--- config.mk ---
export PLATFORM = sky130hd
export DESIGN_NAME = serial_adder_ctrl
export DESIGN_NICKNAME = d
export VERILOG_FILES = /design/src/rtl/serial_adder_ctrl.sv
export SDC_FILE = /design/constraint.sdc
export NUM_CORES = 1
export LEC_CHECK = 0
export CAP_MARGIN = 40
export CELL_PAD_IN_SITES_DETAIL_PLACEMENT = 1
export CELL_PAD_IN_SITES_GLOBAL_PLACEMENT = 1
export CORE_ASPECT_RATIO = 1.75
export CORE_MARGIN = 5
export CORE_UTILIZATION = 43
export DETAILED_ROUTE_END_ITERATION = 16
export PLACE_DENSITY = 0.84
export SETUP_SLACK_MARGIN = 0.4
export SYNTH_ARGS = -nofsm -noshare
export SYNTH_HDL_FRONTEND = slang
export SYNTH_SLANG_ARGS = --single-unit
--- constraint.sdc ---
create_clock -name clk -period 2.05 [get_ports clk]
set_clock_uncertainty 0.15 [all_clocks]
set_input_delay 0.41 -clock clk [delete_from_list [all_inputs] [get_ports clk]]
set_output_delay 0.41 -clock clk [all_outputs]
set_load 0.03 [all_outputs]
--- src/rtl/serial_adder_ctrl.sv ---
// -----------------------------------------------------------------------------
// serial_adder_ctrl
//   Bit-serial adder. An accepted start captures A, B and carry-in. The single
//   full adder then processes one bit per clock, LSB first. After WIDTH bits
//   the registered sum/cout update and done pulses for one cycle.
//
//   Ports
//     clk    in   clock, rising edge
//     reset  in   asynchronous, active-high
//     start  in   begin an addition (accepted in IDLE or DONE)
//     a, b   in   operands, WIDTH bits, sampled on an accepted start
//     cin    in   carry-in, sampled on an accepted start
//     busy   out  high while bits are being processed (RUN)
//     done   out  one-cycle pulse, sum/cout freshly updated
//     sum    out  (A+B+cin) mod 2^WIDTH, held until the next completion
//     cout   out  bit WIDTH of A+B+cin
// -----------------------------------------------------------------------------

// 1-bit full adder shared by the serial datapath.
module full_adder (
    output logic sum,
    output logic cout,
    input  logic cin,
    input  logic a,
    input  logic b
);
    assign sum  = a ^ b ^ cin;
    assign cout = (a & b) | (a & cin) | (b & cin);
endmodule

module serial_adder_ctrl #(
    parameter int WIDTH = 8
) (
    input  logic             clk,
    input  logic             reset,
    input  logic             start,
    input  logic [WIDTH-1:0] a,
    input  logic [WIDTH-1:0] b,
    input  logic             cin,
    output logic             busy,
    output logic             done,
    output logic [WIDTH-1:0] sum,
    output logic             cout
);
    localparam int CW = (WIDTH > 2) ? $clog2(WIDTH) : 1;
    localparam logic [CW-1:0] LAST = CW'(WIDTH - 1);

    typedef enum logic [1:0] {IDLE, RUN, DONE} state_t;

    state_t           state_q;
    logic [WIDTH-1:0] a_q, b_q, psum_q, sum_q;
    logic [CW-1:0]    cnt_q;
    logic             carry_q, cout_q, busy_q, done_q;

    logic             fa_s, fa_c;
    logic [WIDTH-1:0] psum_d;

    full_adder u_fa (
        .sum  (fa_s),
        .cout (fa_c),
        .cin  (carry_q),
        .a    (a_q[0]),
        .b    (b_q[0])
    );

    // New bit enters at the MSB, so after WIDTH shifts bit 0 holds the LSB.
    assign psum_d = {fa_s, psum_q[WIDTH-1:1]};

    always_ff @(posedge clk or posedge reset) begin
        if (reset) begin
            state_q <= IDLE;
            a_q     <= '0;
            b_q     <= '0;
            psum_q  <= '0;
            sum_q   <= '0;
            cnt_q   <= '0;
            carry_q <= 1'b0;
            cout_q  <= 1'b0;
            busy_q  <= 1'b0;
            done_q  <= 1'b0;
        end else begin
            case (state_q)
                IDLE: begin
                    done_q <= 1'b0;
                    if (start) begin
                        a_q     <= a;
                        b_q     <= b;
                        carry_q <= cin;
                        cnt_q   <= '0;
                        busy_q  <= 1'b1;
                        state_q <= RUN;
                    end
                end
                RUN: begin
                    // start is deliberately not looked at here.
                    a_q     <= a_q >> 1;
                    b_q     <= b_q >> 1;
                    carry_q <= fa_c;
                    psum_q  <= psum_d;
                    cnt_q   <= cnt_q + 1'b1;
                    if (cnt_q == LAST) begin
                        sum_q   <= psum_d;
                        cout_q  <= fa_c;
                        busy_q  <= 1'b0;
                        done_q  <= 1'b1;
                        state_q <= DONE;
                    end
                end
                DONE: begin
                    done_q <= 1'b0;
                    // Back-to-back: a start here reloads with no idle bubble.
                    if (start) begin
                        a_q     <= a;
                        b_q     <= b;
                        carry_q <= cin;
                        cnt_q   <= '0;
                        busy_q  <= 1'b1;
                        state_q <= RUN;
                    end else begin
                        state_q <= IDLE;
                    end
                end
                default: begin
                    busy_q  <= 1'b0;
                    done_q  <= 1'b0;
                    state_q <= IDLE;
                end
            endcase
        end
    end

    assign busy = busy_q;
    assign done = done_q;
    assign sum  = sum_q;
    assign cout = cout_q;
endmodule
==> results of run 1 <==
## stage by stage
stage | setup WS (ns) | hold WS (ns) | utilization | std cells
after floorplan | 0.439 | 0.327 | - | 135
after global placement | 0.356 | 0.317 | 0.525 | 215
after detailed placement | 0.315 | 0.324 | 0.525 | 215
after CTS | 0.385 | 0.337 | 0.556 | 224
after global routing | 0.373 | 0.361 | 0.571 | 226
final | 0.424 | 0.337 | 0.571 | 226
## power by group
group | internal [W] | switching (W) | total [W]
Sequential | 0.00114 | 0.000266 | 0.00141
Clock | 0.000479 | 0.000272 | 0.000751
Combinational | 0.000803 | 0.000721 | 0.00152
Total | 0.00242 | 0.00126 | 0.00368
## logic make-up (layout without fill, tap and decap cells)
| kind of cell | Yosys count | count (layout) | synth area share |
|---|---|---|---|
| adder cells (fa/ha/maj) | 3 | 3 | 0.0238 |
| buffers and inverters | 11 | 51 | 0.0344 |
| multiplexers | 66 | 66 | 0.362 |
| flip-flops | 40 | 40 | 0.529 |
| XOR/XNOR | 1 | 1 | 0.00463 |
| AND/OR/NAND/NOR | 7 | 7 | 0.0185 |
| AO/OA/AOI/OAI | 7 | 7 | 0.0278 |
## state kept, by name (all words and copies together), names as in the netlist, 2 cells and up
register	cells
b_q	8
sum	8
psum_q	7
cnt_q	3
a_q	8
state_q	2
## layer usage
metal | vias to the layer above | GRT usage
met5 | - | 0
met3 | 8 | 0.0370
met1 | 607 | 0.172
li1 | 555 | -
met2 | 29 | 0.275
met4 | 0 | 0.0614
## timing repair
action	in CTS	in global routing
resized for setup	12	16
pin swaps	0	1
hold buffers	0	0
endpoints found under the setup margin	20	15
buffers inserted	2	2
## final timing paths
check / start / to / cells past startpoint / slack (ns)
max in group asynchronous: reset / state_q[1]$_DFFE_PP0P_ / 3 / 0.98
min reg2reg: done$_DFFE_PP0P_ / done$_DFFE_PP0P_ / 1 / 0.34
min: done$_DFFE_PP0P_ / done$_DFFE_PP0P_ / 1 / 0.34
min in group asynchronous: reset / psum_q[4]$_DFFE_PP0P_ / 3 / 0.39
max: busy$_DFFE_PP0P_ / busy / 1 / 0.42
max reg2reg: cnt_q[1]$_DFFE_PP0P_ / sum[4]$_DFFE_PP0P_ / 5 / 0.43
## layout make-up
type                    instances  area (um^2)  share of cell area
flip-flops and latches         40         1000               0.406
multi-input cells              84          863               0.350
repair buffers                 42          403               0.163
clock buffers                   5         68.8              0.0279
well taps                      51         63.8              0.0258
clock inverters                 2         60.1              0.0243
inverters                       2         7.51             0.00304
## cells in the mapped netlist, types with 2 or more instances
| master | instances | area [um^2] |
|---|---|---|
| buf_6 | 2 | 22.5 |
| buf_2 | 7 | 35.0 |
| o21ai_0 | 2 | 10.0 |
| mux2_2 | 19 | 214 |
| nor2_1 | 3 | 11.3 |
| dfrtp_1 | 40 | 1000 |
| inv_1 | 2 | 7.51 |
| a22o_1 | 3 | 26.3 |
| mux2i_1 | 47 | 470 |
| ha_1 | 2 | 25.0 |
| nand3_1 | 2 | 10.0 |
==> impl_summary.log, run 1 <==
[metrics] status: complete, no violations
[metrics] number of synthesized flops with an enable pin: 0
[metrics] PwrDens: between 1000 and 1500 nW/um^2
[metrics] Crit Path Max Fanout: 3
[metrics] number of antenna-violating nets in the routed design: 0
[metrics] number of buffers created by CTS: 5
[metrics] CP startpoint kind: flop
[metrics] number of nets at the end of the flow: between 150 and 200
[metrics] flip-flop cell with the highest count after synthesis: dfrtp_1
[metrics] Min Clock Period, post-route: 1.63 ns
[metrics] slew of the pin with the lowest slew margin: between 0.5 and 0.6 ns
[metrics] overall routing resource usage: 0.156
[metrics] total standard cell area after synthesis: around 1900 um^2
[metrics] crit path cell chain: clkdlybuf4s15_1
[metrics] Synth cell types: 17
[metrics] Area after DPL: ~2300 um^2
[metrics] wire length per cell: 18.3 um
[metrics] vertical die dimension: 97.7 um
[metrics] Overall Power: 0.00368 W
[metrics] Max H-tree Level: 2
[metrics] number of endpoints failing setup at the final stage: 0
[metrics] top metal layer carrying routed signals: met4
[metrics] placement row count: 32
[metrics] global-route wire length before repair: 6960 um
[metrics] WP buf/inv: 1
[metrics] fraction of final layout cells sized beyond drive strength 1: 0.234
[metrics] maximum achievable frequency: 615 MHz
[metrics] TritonCTS clock tree: built
[metrics] detailed-routing wirelength on met1: 1570 um
[metrics] family with the most delay on the worst path: flip-flops
[metrics] total detailed-routing wirelength: 4140 um
[metrics] cell with the biggest individual delay on the critical path: dfrtp_1
[metrics] maximum clock insertion buffer count: 2
[metrics] type of element capturing the critical path: primary output
[metrics] warnings from Yosys: 0
[metrics] number of hold violations in the final report: 0
[metrics] Worst path max stage delay: 0.39 ns
[metrics] initial drt markers: 12
[metrics] Horiz. Die Dim: 60.1 um
[metrics] post-synthesis sequential element count: 40
[metrics] pin count of the biggest net entering global routing: 41
[metrics] area growth from synthesis to final layout: 30.5%
[metrics] GRT Residual Overflow: 0
[metrics] aggregate negative setup slack: 0 ns
[metrics] CTS Root Buffer Type: clkbuf_8
[metrics] filler cell count: 443
[metrics] CP Class: flop to primary output
[metrics] count of vias placed by the detailed router: 1199
[metrics] wire length on met3: 156 um
[metrics] insertion delay to the later sink of the worst-skew pair: roughly 0.29 ns
[metrics] CTS clk-pin slew, worst paths: roughly 0.080 ns
[metrics] DRC viols: 0
[metrics] placed wire-length estimate: 2890 um
[metrics] Max IR drop VDD: just over 0.9 mV
[metrics] portion of the clock cycle consumed by the worst path in the final layout: 0.793
[metrics] post-route standard cell area excluding fillers: approximately 2500 um^2
[metrics] most common library cell in the layout ignoring fill and taps: mux2i_1
[metrics] floorplan core area: about 4300 um^2
[metrics] commonest non-fill, non-tap cells in the layout: mux2i_1 (47), dfrtp_1 (39), clkdlybuf4s50_1 (19), mux2_2 (13), buf_4 (9)
[metrics] DIE AREA: 5880 um^2
[metrics] leakage power of the design: 1.20 nW
[metrics] Final Slew Violations: 0
[metrics] detailed-routed wire length on met2: approximately 2300 um
[metrics] TritonCTS Sinks: 40
[metrics] initial standard-cell utilization of the core: 0.437
[metrics] sequential element share of the synthesized area: 0.529
[metrics] number of global-route vias before repair: 1460
[metrics] Slew headroom: 0.654
[metrics] unrepaired setup endpoints after global routing: true
[metrics] ports placed on the boundary: 31
[metrics] nets in the synthesized netlist: about 160
[metrics] IO buf count: 30
[metrics] Hold Crit Class: flop to flop
[metrics] First-pass DRT Iterations: 3
[metrics] share of async-settable or async-resettable flops after synthesis: 1.00
[metrics] number of antenna repair diodes: 0
[metrics] required time reported for the critical path endpoint: 1.49 ns
[metrics] CP arrival: 1.07 ns
[metrics] number of violations of the max-capacitance limit: 0
[metrics] Post-Syn Instances: 135
[metrics] final weighted congestion in routability-driven placement: 0.706
[metrics] detail-routed via count per cell: roughly 5.3
[metrics] mean post-synth cell area: 14.0 um^2
[metrics] antenna violations before repair: 0
(Power assumes the default switching activity.)
==> inputs of run 2 (changes only) <==
--- a/config.mk
+++ b/config.mk
@@ -10,9 +10,9 @@
 export CELL_PAD_IN_SITES_GLOBAL_PLACEMENT = 1
 export CORE_ASPECT_RATIO = 1.75
 export CORE_MARGIN = 5
-export CORE_UTILIZATION = 43
+export CORE_UTILIZATION = 39
 export DETAILED_ROUTE_END_ITERATION = 16
-export PLACE_DENSITY = 0.84
+export PLACE_DENSITY = 0.8
 export SETUP_SLACK_MARGIN = 0.4
 export SYNTH_ARGS = -nofsm -noshare
 export SYNTH_HDL_FRONTEND = slang
==> constraint.sdc (replaced) <==
create_clock -name clk -period 1.35 [get_ports clk]
set_clock_uncertainty 0.15 [all_clocks]
set_input_delay 0.27 -clock clk [delete_from_list [all_inputs] [get_ports clk]]
set_output_delay 0.27 -clock clk [all_outputs]
set_load 0.03 [all_outputs]
==> impl_summary.log, run 2 (same netlist as run 1, synthesis figures left out) <==
[metrics] status: finished, violations left
[metrics] violations in the final reports: setup timing
[metrics] Overall Power: 0.00623 W (+69%)
[metrics] Horiz. Die Dim: 62.7 um (+4.2%)
[metrics] pre-CTS WS: -0.257 ns (-0.572 ns)
[metrics] filler cell count: 455 (+2.7%)
[metrics] DIE AREA: 6400 um^2 (+8.9%)
[metrics] CP arrival: 1.66 ns (+0.59 ns)
[metrics] PwrDens: 2240 nW/um^2 (+50%)
[metrics] Critical Path Most Common Cell: ha_4
[metrics] pin count of the biggest net entering global routing: 26 (-37%)
[metrics] detail-routed via count per cell: 5.31 (+0.17%)
[metrics] leakage power of the design: 1.35 nW (+12%)
[metrics] overall routing resource usage: 0.161 (+0.00466)
[metrics] Final Slew Violations: 0 (unchanged)
[metrics] Hold Crit Class: primary input to async pin
[metrics] Crit Path Max Fanout: 10 (+7)
[metrics] number of endpoints failing setup at the final stage: 17 (+17)
[metrics] number of buffers created by CTS: 5 (unchanged)
[metrics] TritonCTS Sinks: 40 (unchanged)
[metrics] Crit Reg-Reg Startpoint: cnt_q[0]$_DFFE_PP0P_
[metrics] vertical die dimension: 102 um (+4.5%)
[metrics] placed wire-length estimate: 3280 um (+13%)
[metrics] unrepaired setup endpoints after global routing: true
[metrics] initial standard-cell utilization of the core: 0.402 (-0.0356)
[metrics] required time reported for the critical path endpoint: 1.39 ns (-0.10 ns)
[metrics] final core utilization: 0.590 (+0.0195)
[metrics] Max H-tree Level: 2 (unchanged)
[metrics] most common library cell in the layout ignoring fill and taps: mux2i_1
[metrics] cells on worst reg2reg path: 5 (unchanged)
[metrics] hold_ws: 0.0962 ns (-0.240 ns)
[metrics] Area after DPL: 2390 um^2 (+5.1%)
[metrics] number of nets at the end of the flow: 218 (+10%)
[metrics] CTS clk-pin slew, worst paths: 0.08 ns (about the same)
[metrics] maximum clock insertion buffer count: 2 (unchanged)
[metrics] Worst path max stage delay: 0.43 ns (+0.04 ns)
[metrics] Critical Path End: sum[0]$_DFFE_PP0P_
[metrics] DRC viols: 0 (unchanged)
[metrics] number of global-route vias before repair: 1558 (+6.7%)
[metrics] slew of the pin with the lowest slew margin: 0.232 ns (-0.286 ns)
[metrics] maximum achievable frequency: 615 MHz
[metrics] portion of the clock cycle consumed by the worst path in the final layout: 1.20
[metrics] fraction of final layout cells sized beyond drive strength 1: 0.413 (+0.179)
[metrics] post-route standard cell area excluding fillers: 2780 um^2 (+13%)
[metrics] number of violations of the max-capacitance limit: 0 (unchanged)
[metrics] CTS Root Buffer Type: clkbuf_8
[metrics] Max IR drop VDD: 1.46 mV (+61%)
[metrics] ports placed on the boundary: 31 (unchanged)
[metrics] IO buf count: 30 (unchanged)
[metrics] CP startpoint kind: flop
[metrics] TritonCTS clock tree: built
[metrics] antenna violations before repair: 0 (unchanged)
[metrics] GRT Residual Overflow: 0 (unchanged)
[metrics] wire length per cell: 19.7 um (+7.4%)
[metrics] Sequential Area: 1000 um^2 (-0.12%)
[metrics] global-route wire length before repair: 7820 um (+12%)
[metrics] Critical Path Start: cnt_q[0]$_DFFE_PP0P_
[metrics] count of vias placed by the detailed router: 1318 (+9.9%)
[metrics] final weighted congestion in routability-driven placement: 0.718 (+1.7%)
[metrics] worst-case register-to-register setup slack: -0.28 ns (-0.71 ns)
[metrics] total detailed-routing wirelength: 4880 um (+18%)
[metrics] terminus of the critical flop-to-flop path: sum[0]$_DFFE_PP0P_
[metrics] floorplan core area: 4710 um^2 (+8.9%)
[metrics] First-pass DRT Iterations: 3 (unchanged)
[metrics] number of buffers added to fix hold violations after cts: 0 (unchanged)
[metrics] insertion delay to the later sink of the worst-skew pair: 0.30 ns (about the same)
[metrics] cell with the biggest individual delay on the critical path: dfrtp_1
[metrics] initial drt markers: 24 (+12)
[metrics] Multi-input gate area: 933 um^2 (+8.1%)
[metrics] type of element capturing the critical path: flop
[metrics] CP Class: flop to flop
[metrics] commonest non-fill, non-tap cells in the layout: mux2i_1 (45), dfrtp_1 (40), buf_6 (21), clkdlybuf4s50_1 (18), buf_4 (15)
[metrics] crit path setup slack, layout: -0.276 ns (-0.700 ns)
[metrics] number of antenna repair diodes: 0 (unchanged)
[metrics] crit path cell chain: ha_4 -> ha_4 -> nand3b_1 -> buf_12 -> mux2_2
[metrics] number of hold violations in the final report: 0 (unchanged)
[metrics] Min Clock Period, post-route: 1.63 ns
[metrics] Slew headroom: 0.845 (+0.190)
[metrics] area growth from synthesis to final layout: 46.9%
[metrics] number of antenna-violating nets in the routed design: 0 (unchanged)
[metrics] placement row count: 33 (+3.1%)
## run 2: cell count changes in the layout (fill, tap and decap cells not counted), sizes merged
cell,previous run,this run
buf,12,43
bufinv,2,0
clkbuf,5,6
clkdlybuf4s15,5,0
clkdlybuf4s50,19,18
clkinvlp,0,3
dlygate4sd2,6,1
inv,2,1
## run 2: timing repair
item,in CTS,in global routing
resized for setup,42,4
setup endpoints to repair,51,51
cloned,2,0
buffers inserted,7,5
pin swaps,2,1
## run 2: worst max-delay path, delay by kind of cell (launching register included)
| kind | cells | cell delay (ns) |
|---|---|---|
| DFF | 1 | 0.43 |
| muxes | 1 | 0.34 |
| adders and majority gates | 2 | 0.33 |
| buffers and inverters | 1 | 0.15 |
| and+or+nand+nor | 1 | 0.13 |
## run 2: worst min-delay path by stage
| stage | startpoint | slack [ns] | to |
|---|---|---|---|
| after detailed placement | done$_DFFE_PP0P_ | 0.33 | done$_DFFE_PP0P_ |
| after global routing | reset | 0.10 | a_q[3]$_DFFE_PP0P_ |
| after CTS | reset | 0.1 | a_q[3]$_DFFE_PP0P_ |
| after global placement | done$_DFFE_PP0P_ | 0.32 | done$_DFFE_PP0P_ |
| final | reset | 0.1 | a_q[2]$_DFFE_PP0P_ |
| after floorplan | reset | 0.1 | a_q[0]$_DFFE_PP0P_ |
## run 2: per-stage QoR
step,std cells,TNS (ns)
detailed placement,226,-6.51
CTS,243,-2.75
global route,248,-4.26
floorplan,135,-1.81
global placement,226,-5.21
finish,248,-3.33
## run 2: area by class of cell
class	count	share of cell area
Sequential cell	40	0.360
Clock inverter	2	0.00540
Inverter	2	0.00405
Multi-Input combinational cell	84	0.336
Clock buffer	6	0.0297
Timing Repair Buffer	62	0.241
Tap cell	52	0.0234
## run 2: report_power, final
group | internal [W] | switching [W] | leakage, nW
Sequential | 0.00173 | 0.000463 | 0.502
Combinational | 0.00184 | 0.00134 | 0.800
Clock | 0.000414 | 0.000440 | 0.0434
## run 2: metal layers
layer / up-vias / share of wire / GRT usage
li1: 603 / - / -
met1: 673 / 0.35 / 0.158
met2: 30 / 0.59 / 0.315
met3: 12 / 0.033 / 0.0341
met4: 0 / 0.027 / 0.0719
met5: - / 0 / 0
==> inputs of run 3 (changes only) <==
--- a/config.mk
+++ b/config.mk
@@ -10,9 +10,9 @@
 export CELL_PAD_IN_SITES_GLOBAL_PLACEMENT = 1
 export CORE_ASPECT_RATIO = 1.75
 export CORE_MARGIN = 5
-export CORE_UTILIZATION = 39
+export CORE_UTILIZATION = 43
 export DETAILED_ROUTE_END_ITERATION = 16
-export PLACE_DENSITY = 0.8
+export PLACE_DENSITY = 0.84
 export SETUP_SLACK_MARGIN = 0.4
 export SYNTH_ARGS = -nofsm -noshare
 export SYNTH_HDL_FRONTEND = slang
==> constraint.sdc (replaced) <==
create_clock -name clk -period 1.6 [get_ports clk]
set_clock_uncertainty 0.15 [all_clocks]
set_input_delay 0.32 -clock clk [delete_from_list [all_inputs] [get_ports clk]]
set_output_delay 0.32 -clock clk [all_outputs]
set_load 0.03 [all_outputs]
==> impl_summary.log, run 3 (same netlist as run 1, synthesis figures left out) <==
[metrics] status: finished, violations left
[metrics] violations in the final reports: setup timing
[metrics] count of vias placed by the detailed router: 1339 (+1.6%)
[metrics] maximum clock insertion buffer count: 2 (unchanged)
[metrics] CP startpoint kind: flop
[metrics] CTS Root Buffer Type: clkbuf_8
[metrics] Min Clock Period, post-route: 1.66 ns (+0.0329 ns)
[metrics] Area after DPL: 2350 um^2 (-1.3%)
[metrics] maximum achievable frequency: 603 MHz (-2.0%)
[metrics] detail-routed via count per cell: 5.33 (+0.38%)
[metrics] placed wire-length estimate: 3360 um (+2.6%)
[metrics] ports placed on the boundary: 31 (unchanged)
[metrics] crit path cell chain: ha_4 -> ha_4 -> nand3b_1 -> buf_6 -> mux2_4
[metrics] Crit Reg-Reg Startpoint: cnt_q[0]$_DFFE_PP0P_
[metrics] worst-case register-to-register setup slack: -0.06 ns (+0.22 ns)
[metrics] cell with the biggest individual delay on the critical path: dfrtp_1
[metrics] number of antenna repair diodes: 0 (unchanged)
[metrics] Max IR drop VDD: 1.16 mV (-20%)
[metrics] insertion delay to the later sink of the worst-skew pair: 0.30 ns (about the same)
[metrics] Crit Path Max Fanout: 6 (-4)
[metrics] initial standard-cell utilization of the core: 0.437 (+0.0356)
[metrics] TritonCTS clock tree: built
[metrics] Max H-tree Level: 2 (unchanged)
[metrics] required time reported for the critical path endpoint: 1.63 ns (+0.24 ns)
[metrics] number of nets at the end of the flow: 222 (+1.8%)
[metrics] global-route wire length before repair: 8520 um (+9.0%)
[metrics] unrepaired setup endpoints after global routing: true
[metrics] final core utilization: 0.657 (+0.0662)
[metrics] most common library cell in the layout ignoring fill and taps: mux2i_1
[metrics] Critical Path Start: cnt_q[0]$_DFFE_PP0P_
[metrics] hold_ws: 0.198 ns (+0.102 ns)
[metrics] CP Class: flop to flop
[metrics] Slew headroom: 0.756 (-0.0882)
[metrics] total detailed-routing wirelength: 5620 um (+15%)
[metrics] WP buf/inv: 1 (unchanged)
[metrics] terminus of the critical flop-to-flop path: sum[7]$_DFFE_PP0P_
[metrics] CTS clk-pin slew, worst paths: 0.08 ns (about the same)
[metrics] commonest non-fill, non-tap cells in the layout: mux2i_1 (43), dfrtp_1 (39), buf_6 (21), buf_4 (21), mux2_4 (19)
[metrics] slew of the pin with the lowest slew margin: 0.365 ns (+0.132 ns)
[metrics] Hold Crit Class: primary input to async pin
[metrics] crit path setup slack, layout: -0.0592 ns (+0.217 ns)
[metrics] DRC viols: 0 (unchanged)
[metrics] area growth from synthesis to final layout: 50.1%
[metrics] pin count of the biggest net entering global routing: 26 (unchanged)
[metrics] number of buffers added to fix hold violations after cts: 0 (unchanged)
[metrics] type of element capturing the critical path: flop
[metrics] placement row count: 32 (-3.0%)
[metrics] antenna violations before repair: 0 (unchanged)
[metrics] cells on worst reg2reg path: 5 (unchanged)
[metrics] number of endpoints failing setup at the final stage: 7 (-10)
[metrics] DIE AREA: 5880 um^2 (-8.1%)
[metrics] Worst path max stage delay: 0.43 ns (about the same)
[metrics] GRT Residual Overflow: 0 (unchanged)
[metrics] leakage power of the design: 1.41 nW (+5.1%)
[metrics] fraction of final layout cells sized beyond drive strength 1: 0.430 (+0.0167)
[metrics] family with the most delay on the worst path: flip-flops
[metrics] final weighted congestion in routability-driven placement: 0.664 (-7.5%)
[metrics] IO buf count: 30 (unchanged)
[metrics] portion of the clock cycle consumed by the worst path in the final layout: 1.04 (-0.168)
[metrics] number of antenna-violating nets in the routed design: 0 (unchanged)
[metrics] number of buffers created by CTS: 5 (unchanged)
[metrics] First-pass DRT Iterations: 4 (+1)
[metrics] Critical Path Most Common Cell: ha_4
[metrics] overall routing resource usage: 0.200 (+0.0390)
[metrics] PwrDens: 1990 nW/um^2 (-11%)
[metrics] initial drt markers: 33 (+38%)
[metrics] wire length per cell: 22.4 um (+14%)
[metrics] floorplan core area: 4320 um^2 (-8.1%)
[metrics] number of global-route vias before repair: 1573 (+0.96%)
[metrics] Horiz. Die Dim: 60.1 um (-4.0%)
[metrics] CP arrival: 1.68 ns (+0.02 ns)
[metrics] TritonCTS Sinks: 40 (unchanged)
[metrics] number of violations of the max-capacitance limit: 0 (unchanged)
[metrics] post-route standard cell area excluding fillers: 2840 um^2 (+2.2%)
[metrics] number of hold violations in the final report: 0 (unchanged)
[metrics] vertical die dimension: 97.7 um (-4.3%)
[metrics] Final Slew Violations: 0 (unchanged)
## run 3: cell count changes in the layout (fill, tap and decap cells not counted), moves of 2 or more
cell and change:
mux2i_1 -2, mux2_2 -8, mux2i_2 +2, mux2_4 +8, buf_4 +6, clkinvlp_4 -2, nand3_2 -2, nand3_1 +2
## run 3: final cells by class
class / instances / area, um^2
Tap cell: 51 / 63.8
Multi-Input combinational cell: 84 / 963
Clock inverter: 2 / 35.0
Clock buffer: 6 / 72.6
Fill cell: 422 / 1490
Timing Repair Buffer: 66 / 691
Inverter: 2 / 11.3
Sequential cell: 40 / 1000
## run 3: repair_timing
action / 4_1_cts / 5_1_grt
setup buffers: 14 / 8
pin swaps: 5 / 3
endpoints found under the setup margin: 50 / 50
gates cloned: 2 / 0
resized for setup: 108 / 9
## run 3: worst max path at each step
stage          slack, ns            endpoint  cells past startpoint
2_1_floorplan       0.06    cout$_DFFE_PP0P_                      5
3_3_place_gp        0.01  b_q[5]$_DFFE_PP0P_                      4
3_5_place_dp       -0.08  a_q[5]$_DFFE_PP0P_                      4
4_1_cts            -0.03  sum[7]$_DFFE_PP0P_                      5
5_1_grt            -0.10  sum[7]$_DFFE_PP0P_                      5
6_report           -0.06  sum[7]$_DFFE_PP0P_                      5
## run 3: per-layer routing
| metal | wire [um] | part of all wire | GRT usage |
|---|---|---|---|
| met5 | 0 | 0 | 0 |
| met4 | 149 | 0.027 | 0.0717 |
| met3 | 176 | 0.031 | 0.0370 |
| met2 | 3340 | 0.59 | 0.374 |
| met1 | 1950 | 0.35 | 0.208 |
## run 3: through the flow
step	setup TNS [ns]	total power (W)	cells	worst slack [ns]
CTS	-0.0821	0.00538	243	-0.0266
global placement	0	0.00366	219	0.0115
floorplan	0	0.00310	135	0.0631
detailed placement	-0.609	0.00391	219	-0.0766
global route	-0.600	0.00592	251	-0.103
finish	-0.187	0.00565	251	-0.0592
## run 3: where the power goes
group / leakage, nW / switching [W] / internal (W)
Sequential: 0.500 / 0.000434 / 0.00146
Combinational: 0.858 / 0.00122 / 0.00172
Clock: 0.0552 / 0.000356 / 0.000463
Total: 1.41 / 0.00201 / 0.00364
## run 3: worst reg2reg max path, cell delays in order, from the launching register on
cell and delay [ns]:
dfrtp_1 0.43, ha_4 0.18, ha_4 0.15, nand3b_1 0.13
buf_6 0.17, mux2_4 0.33
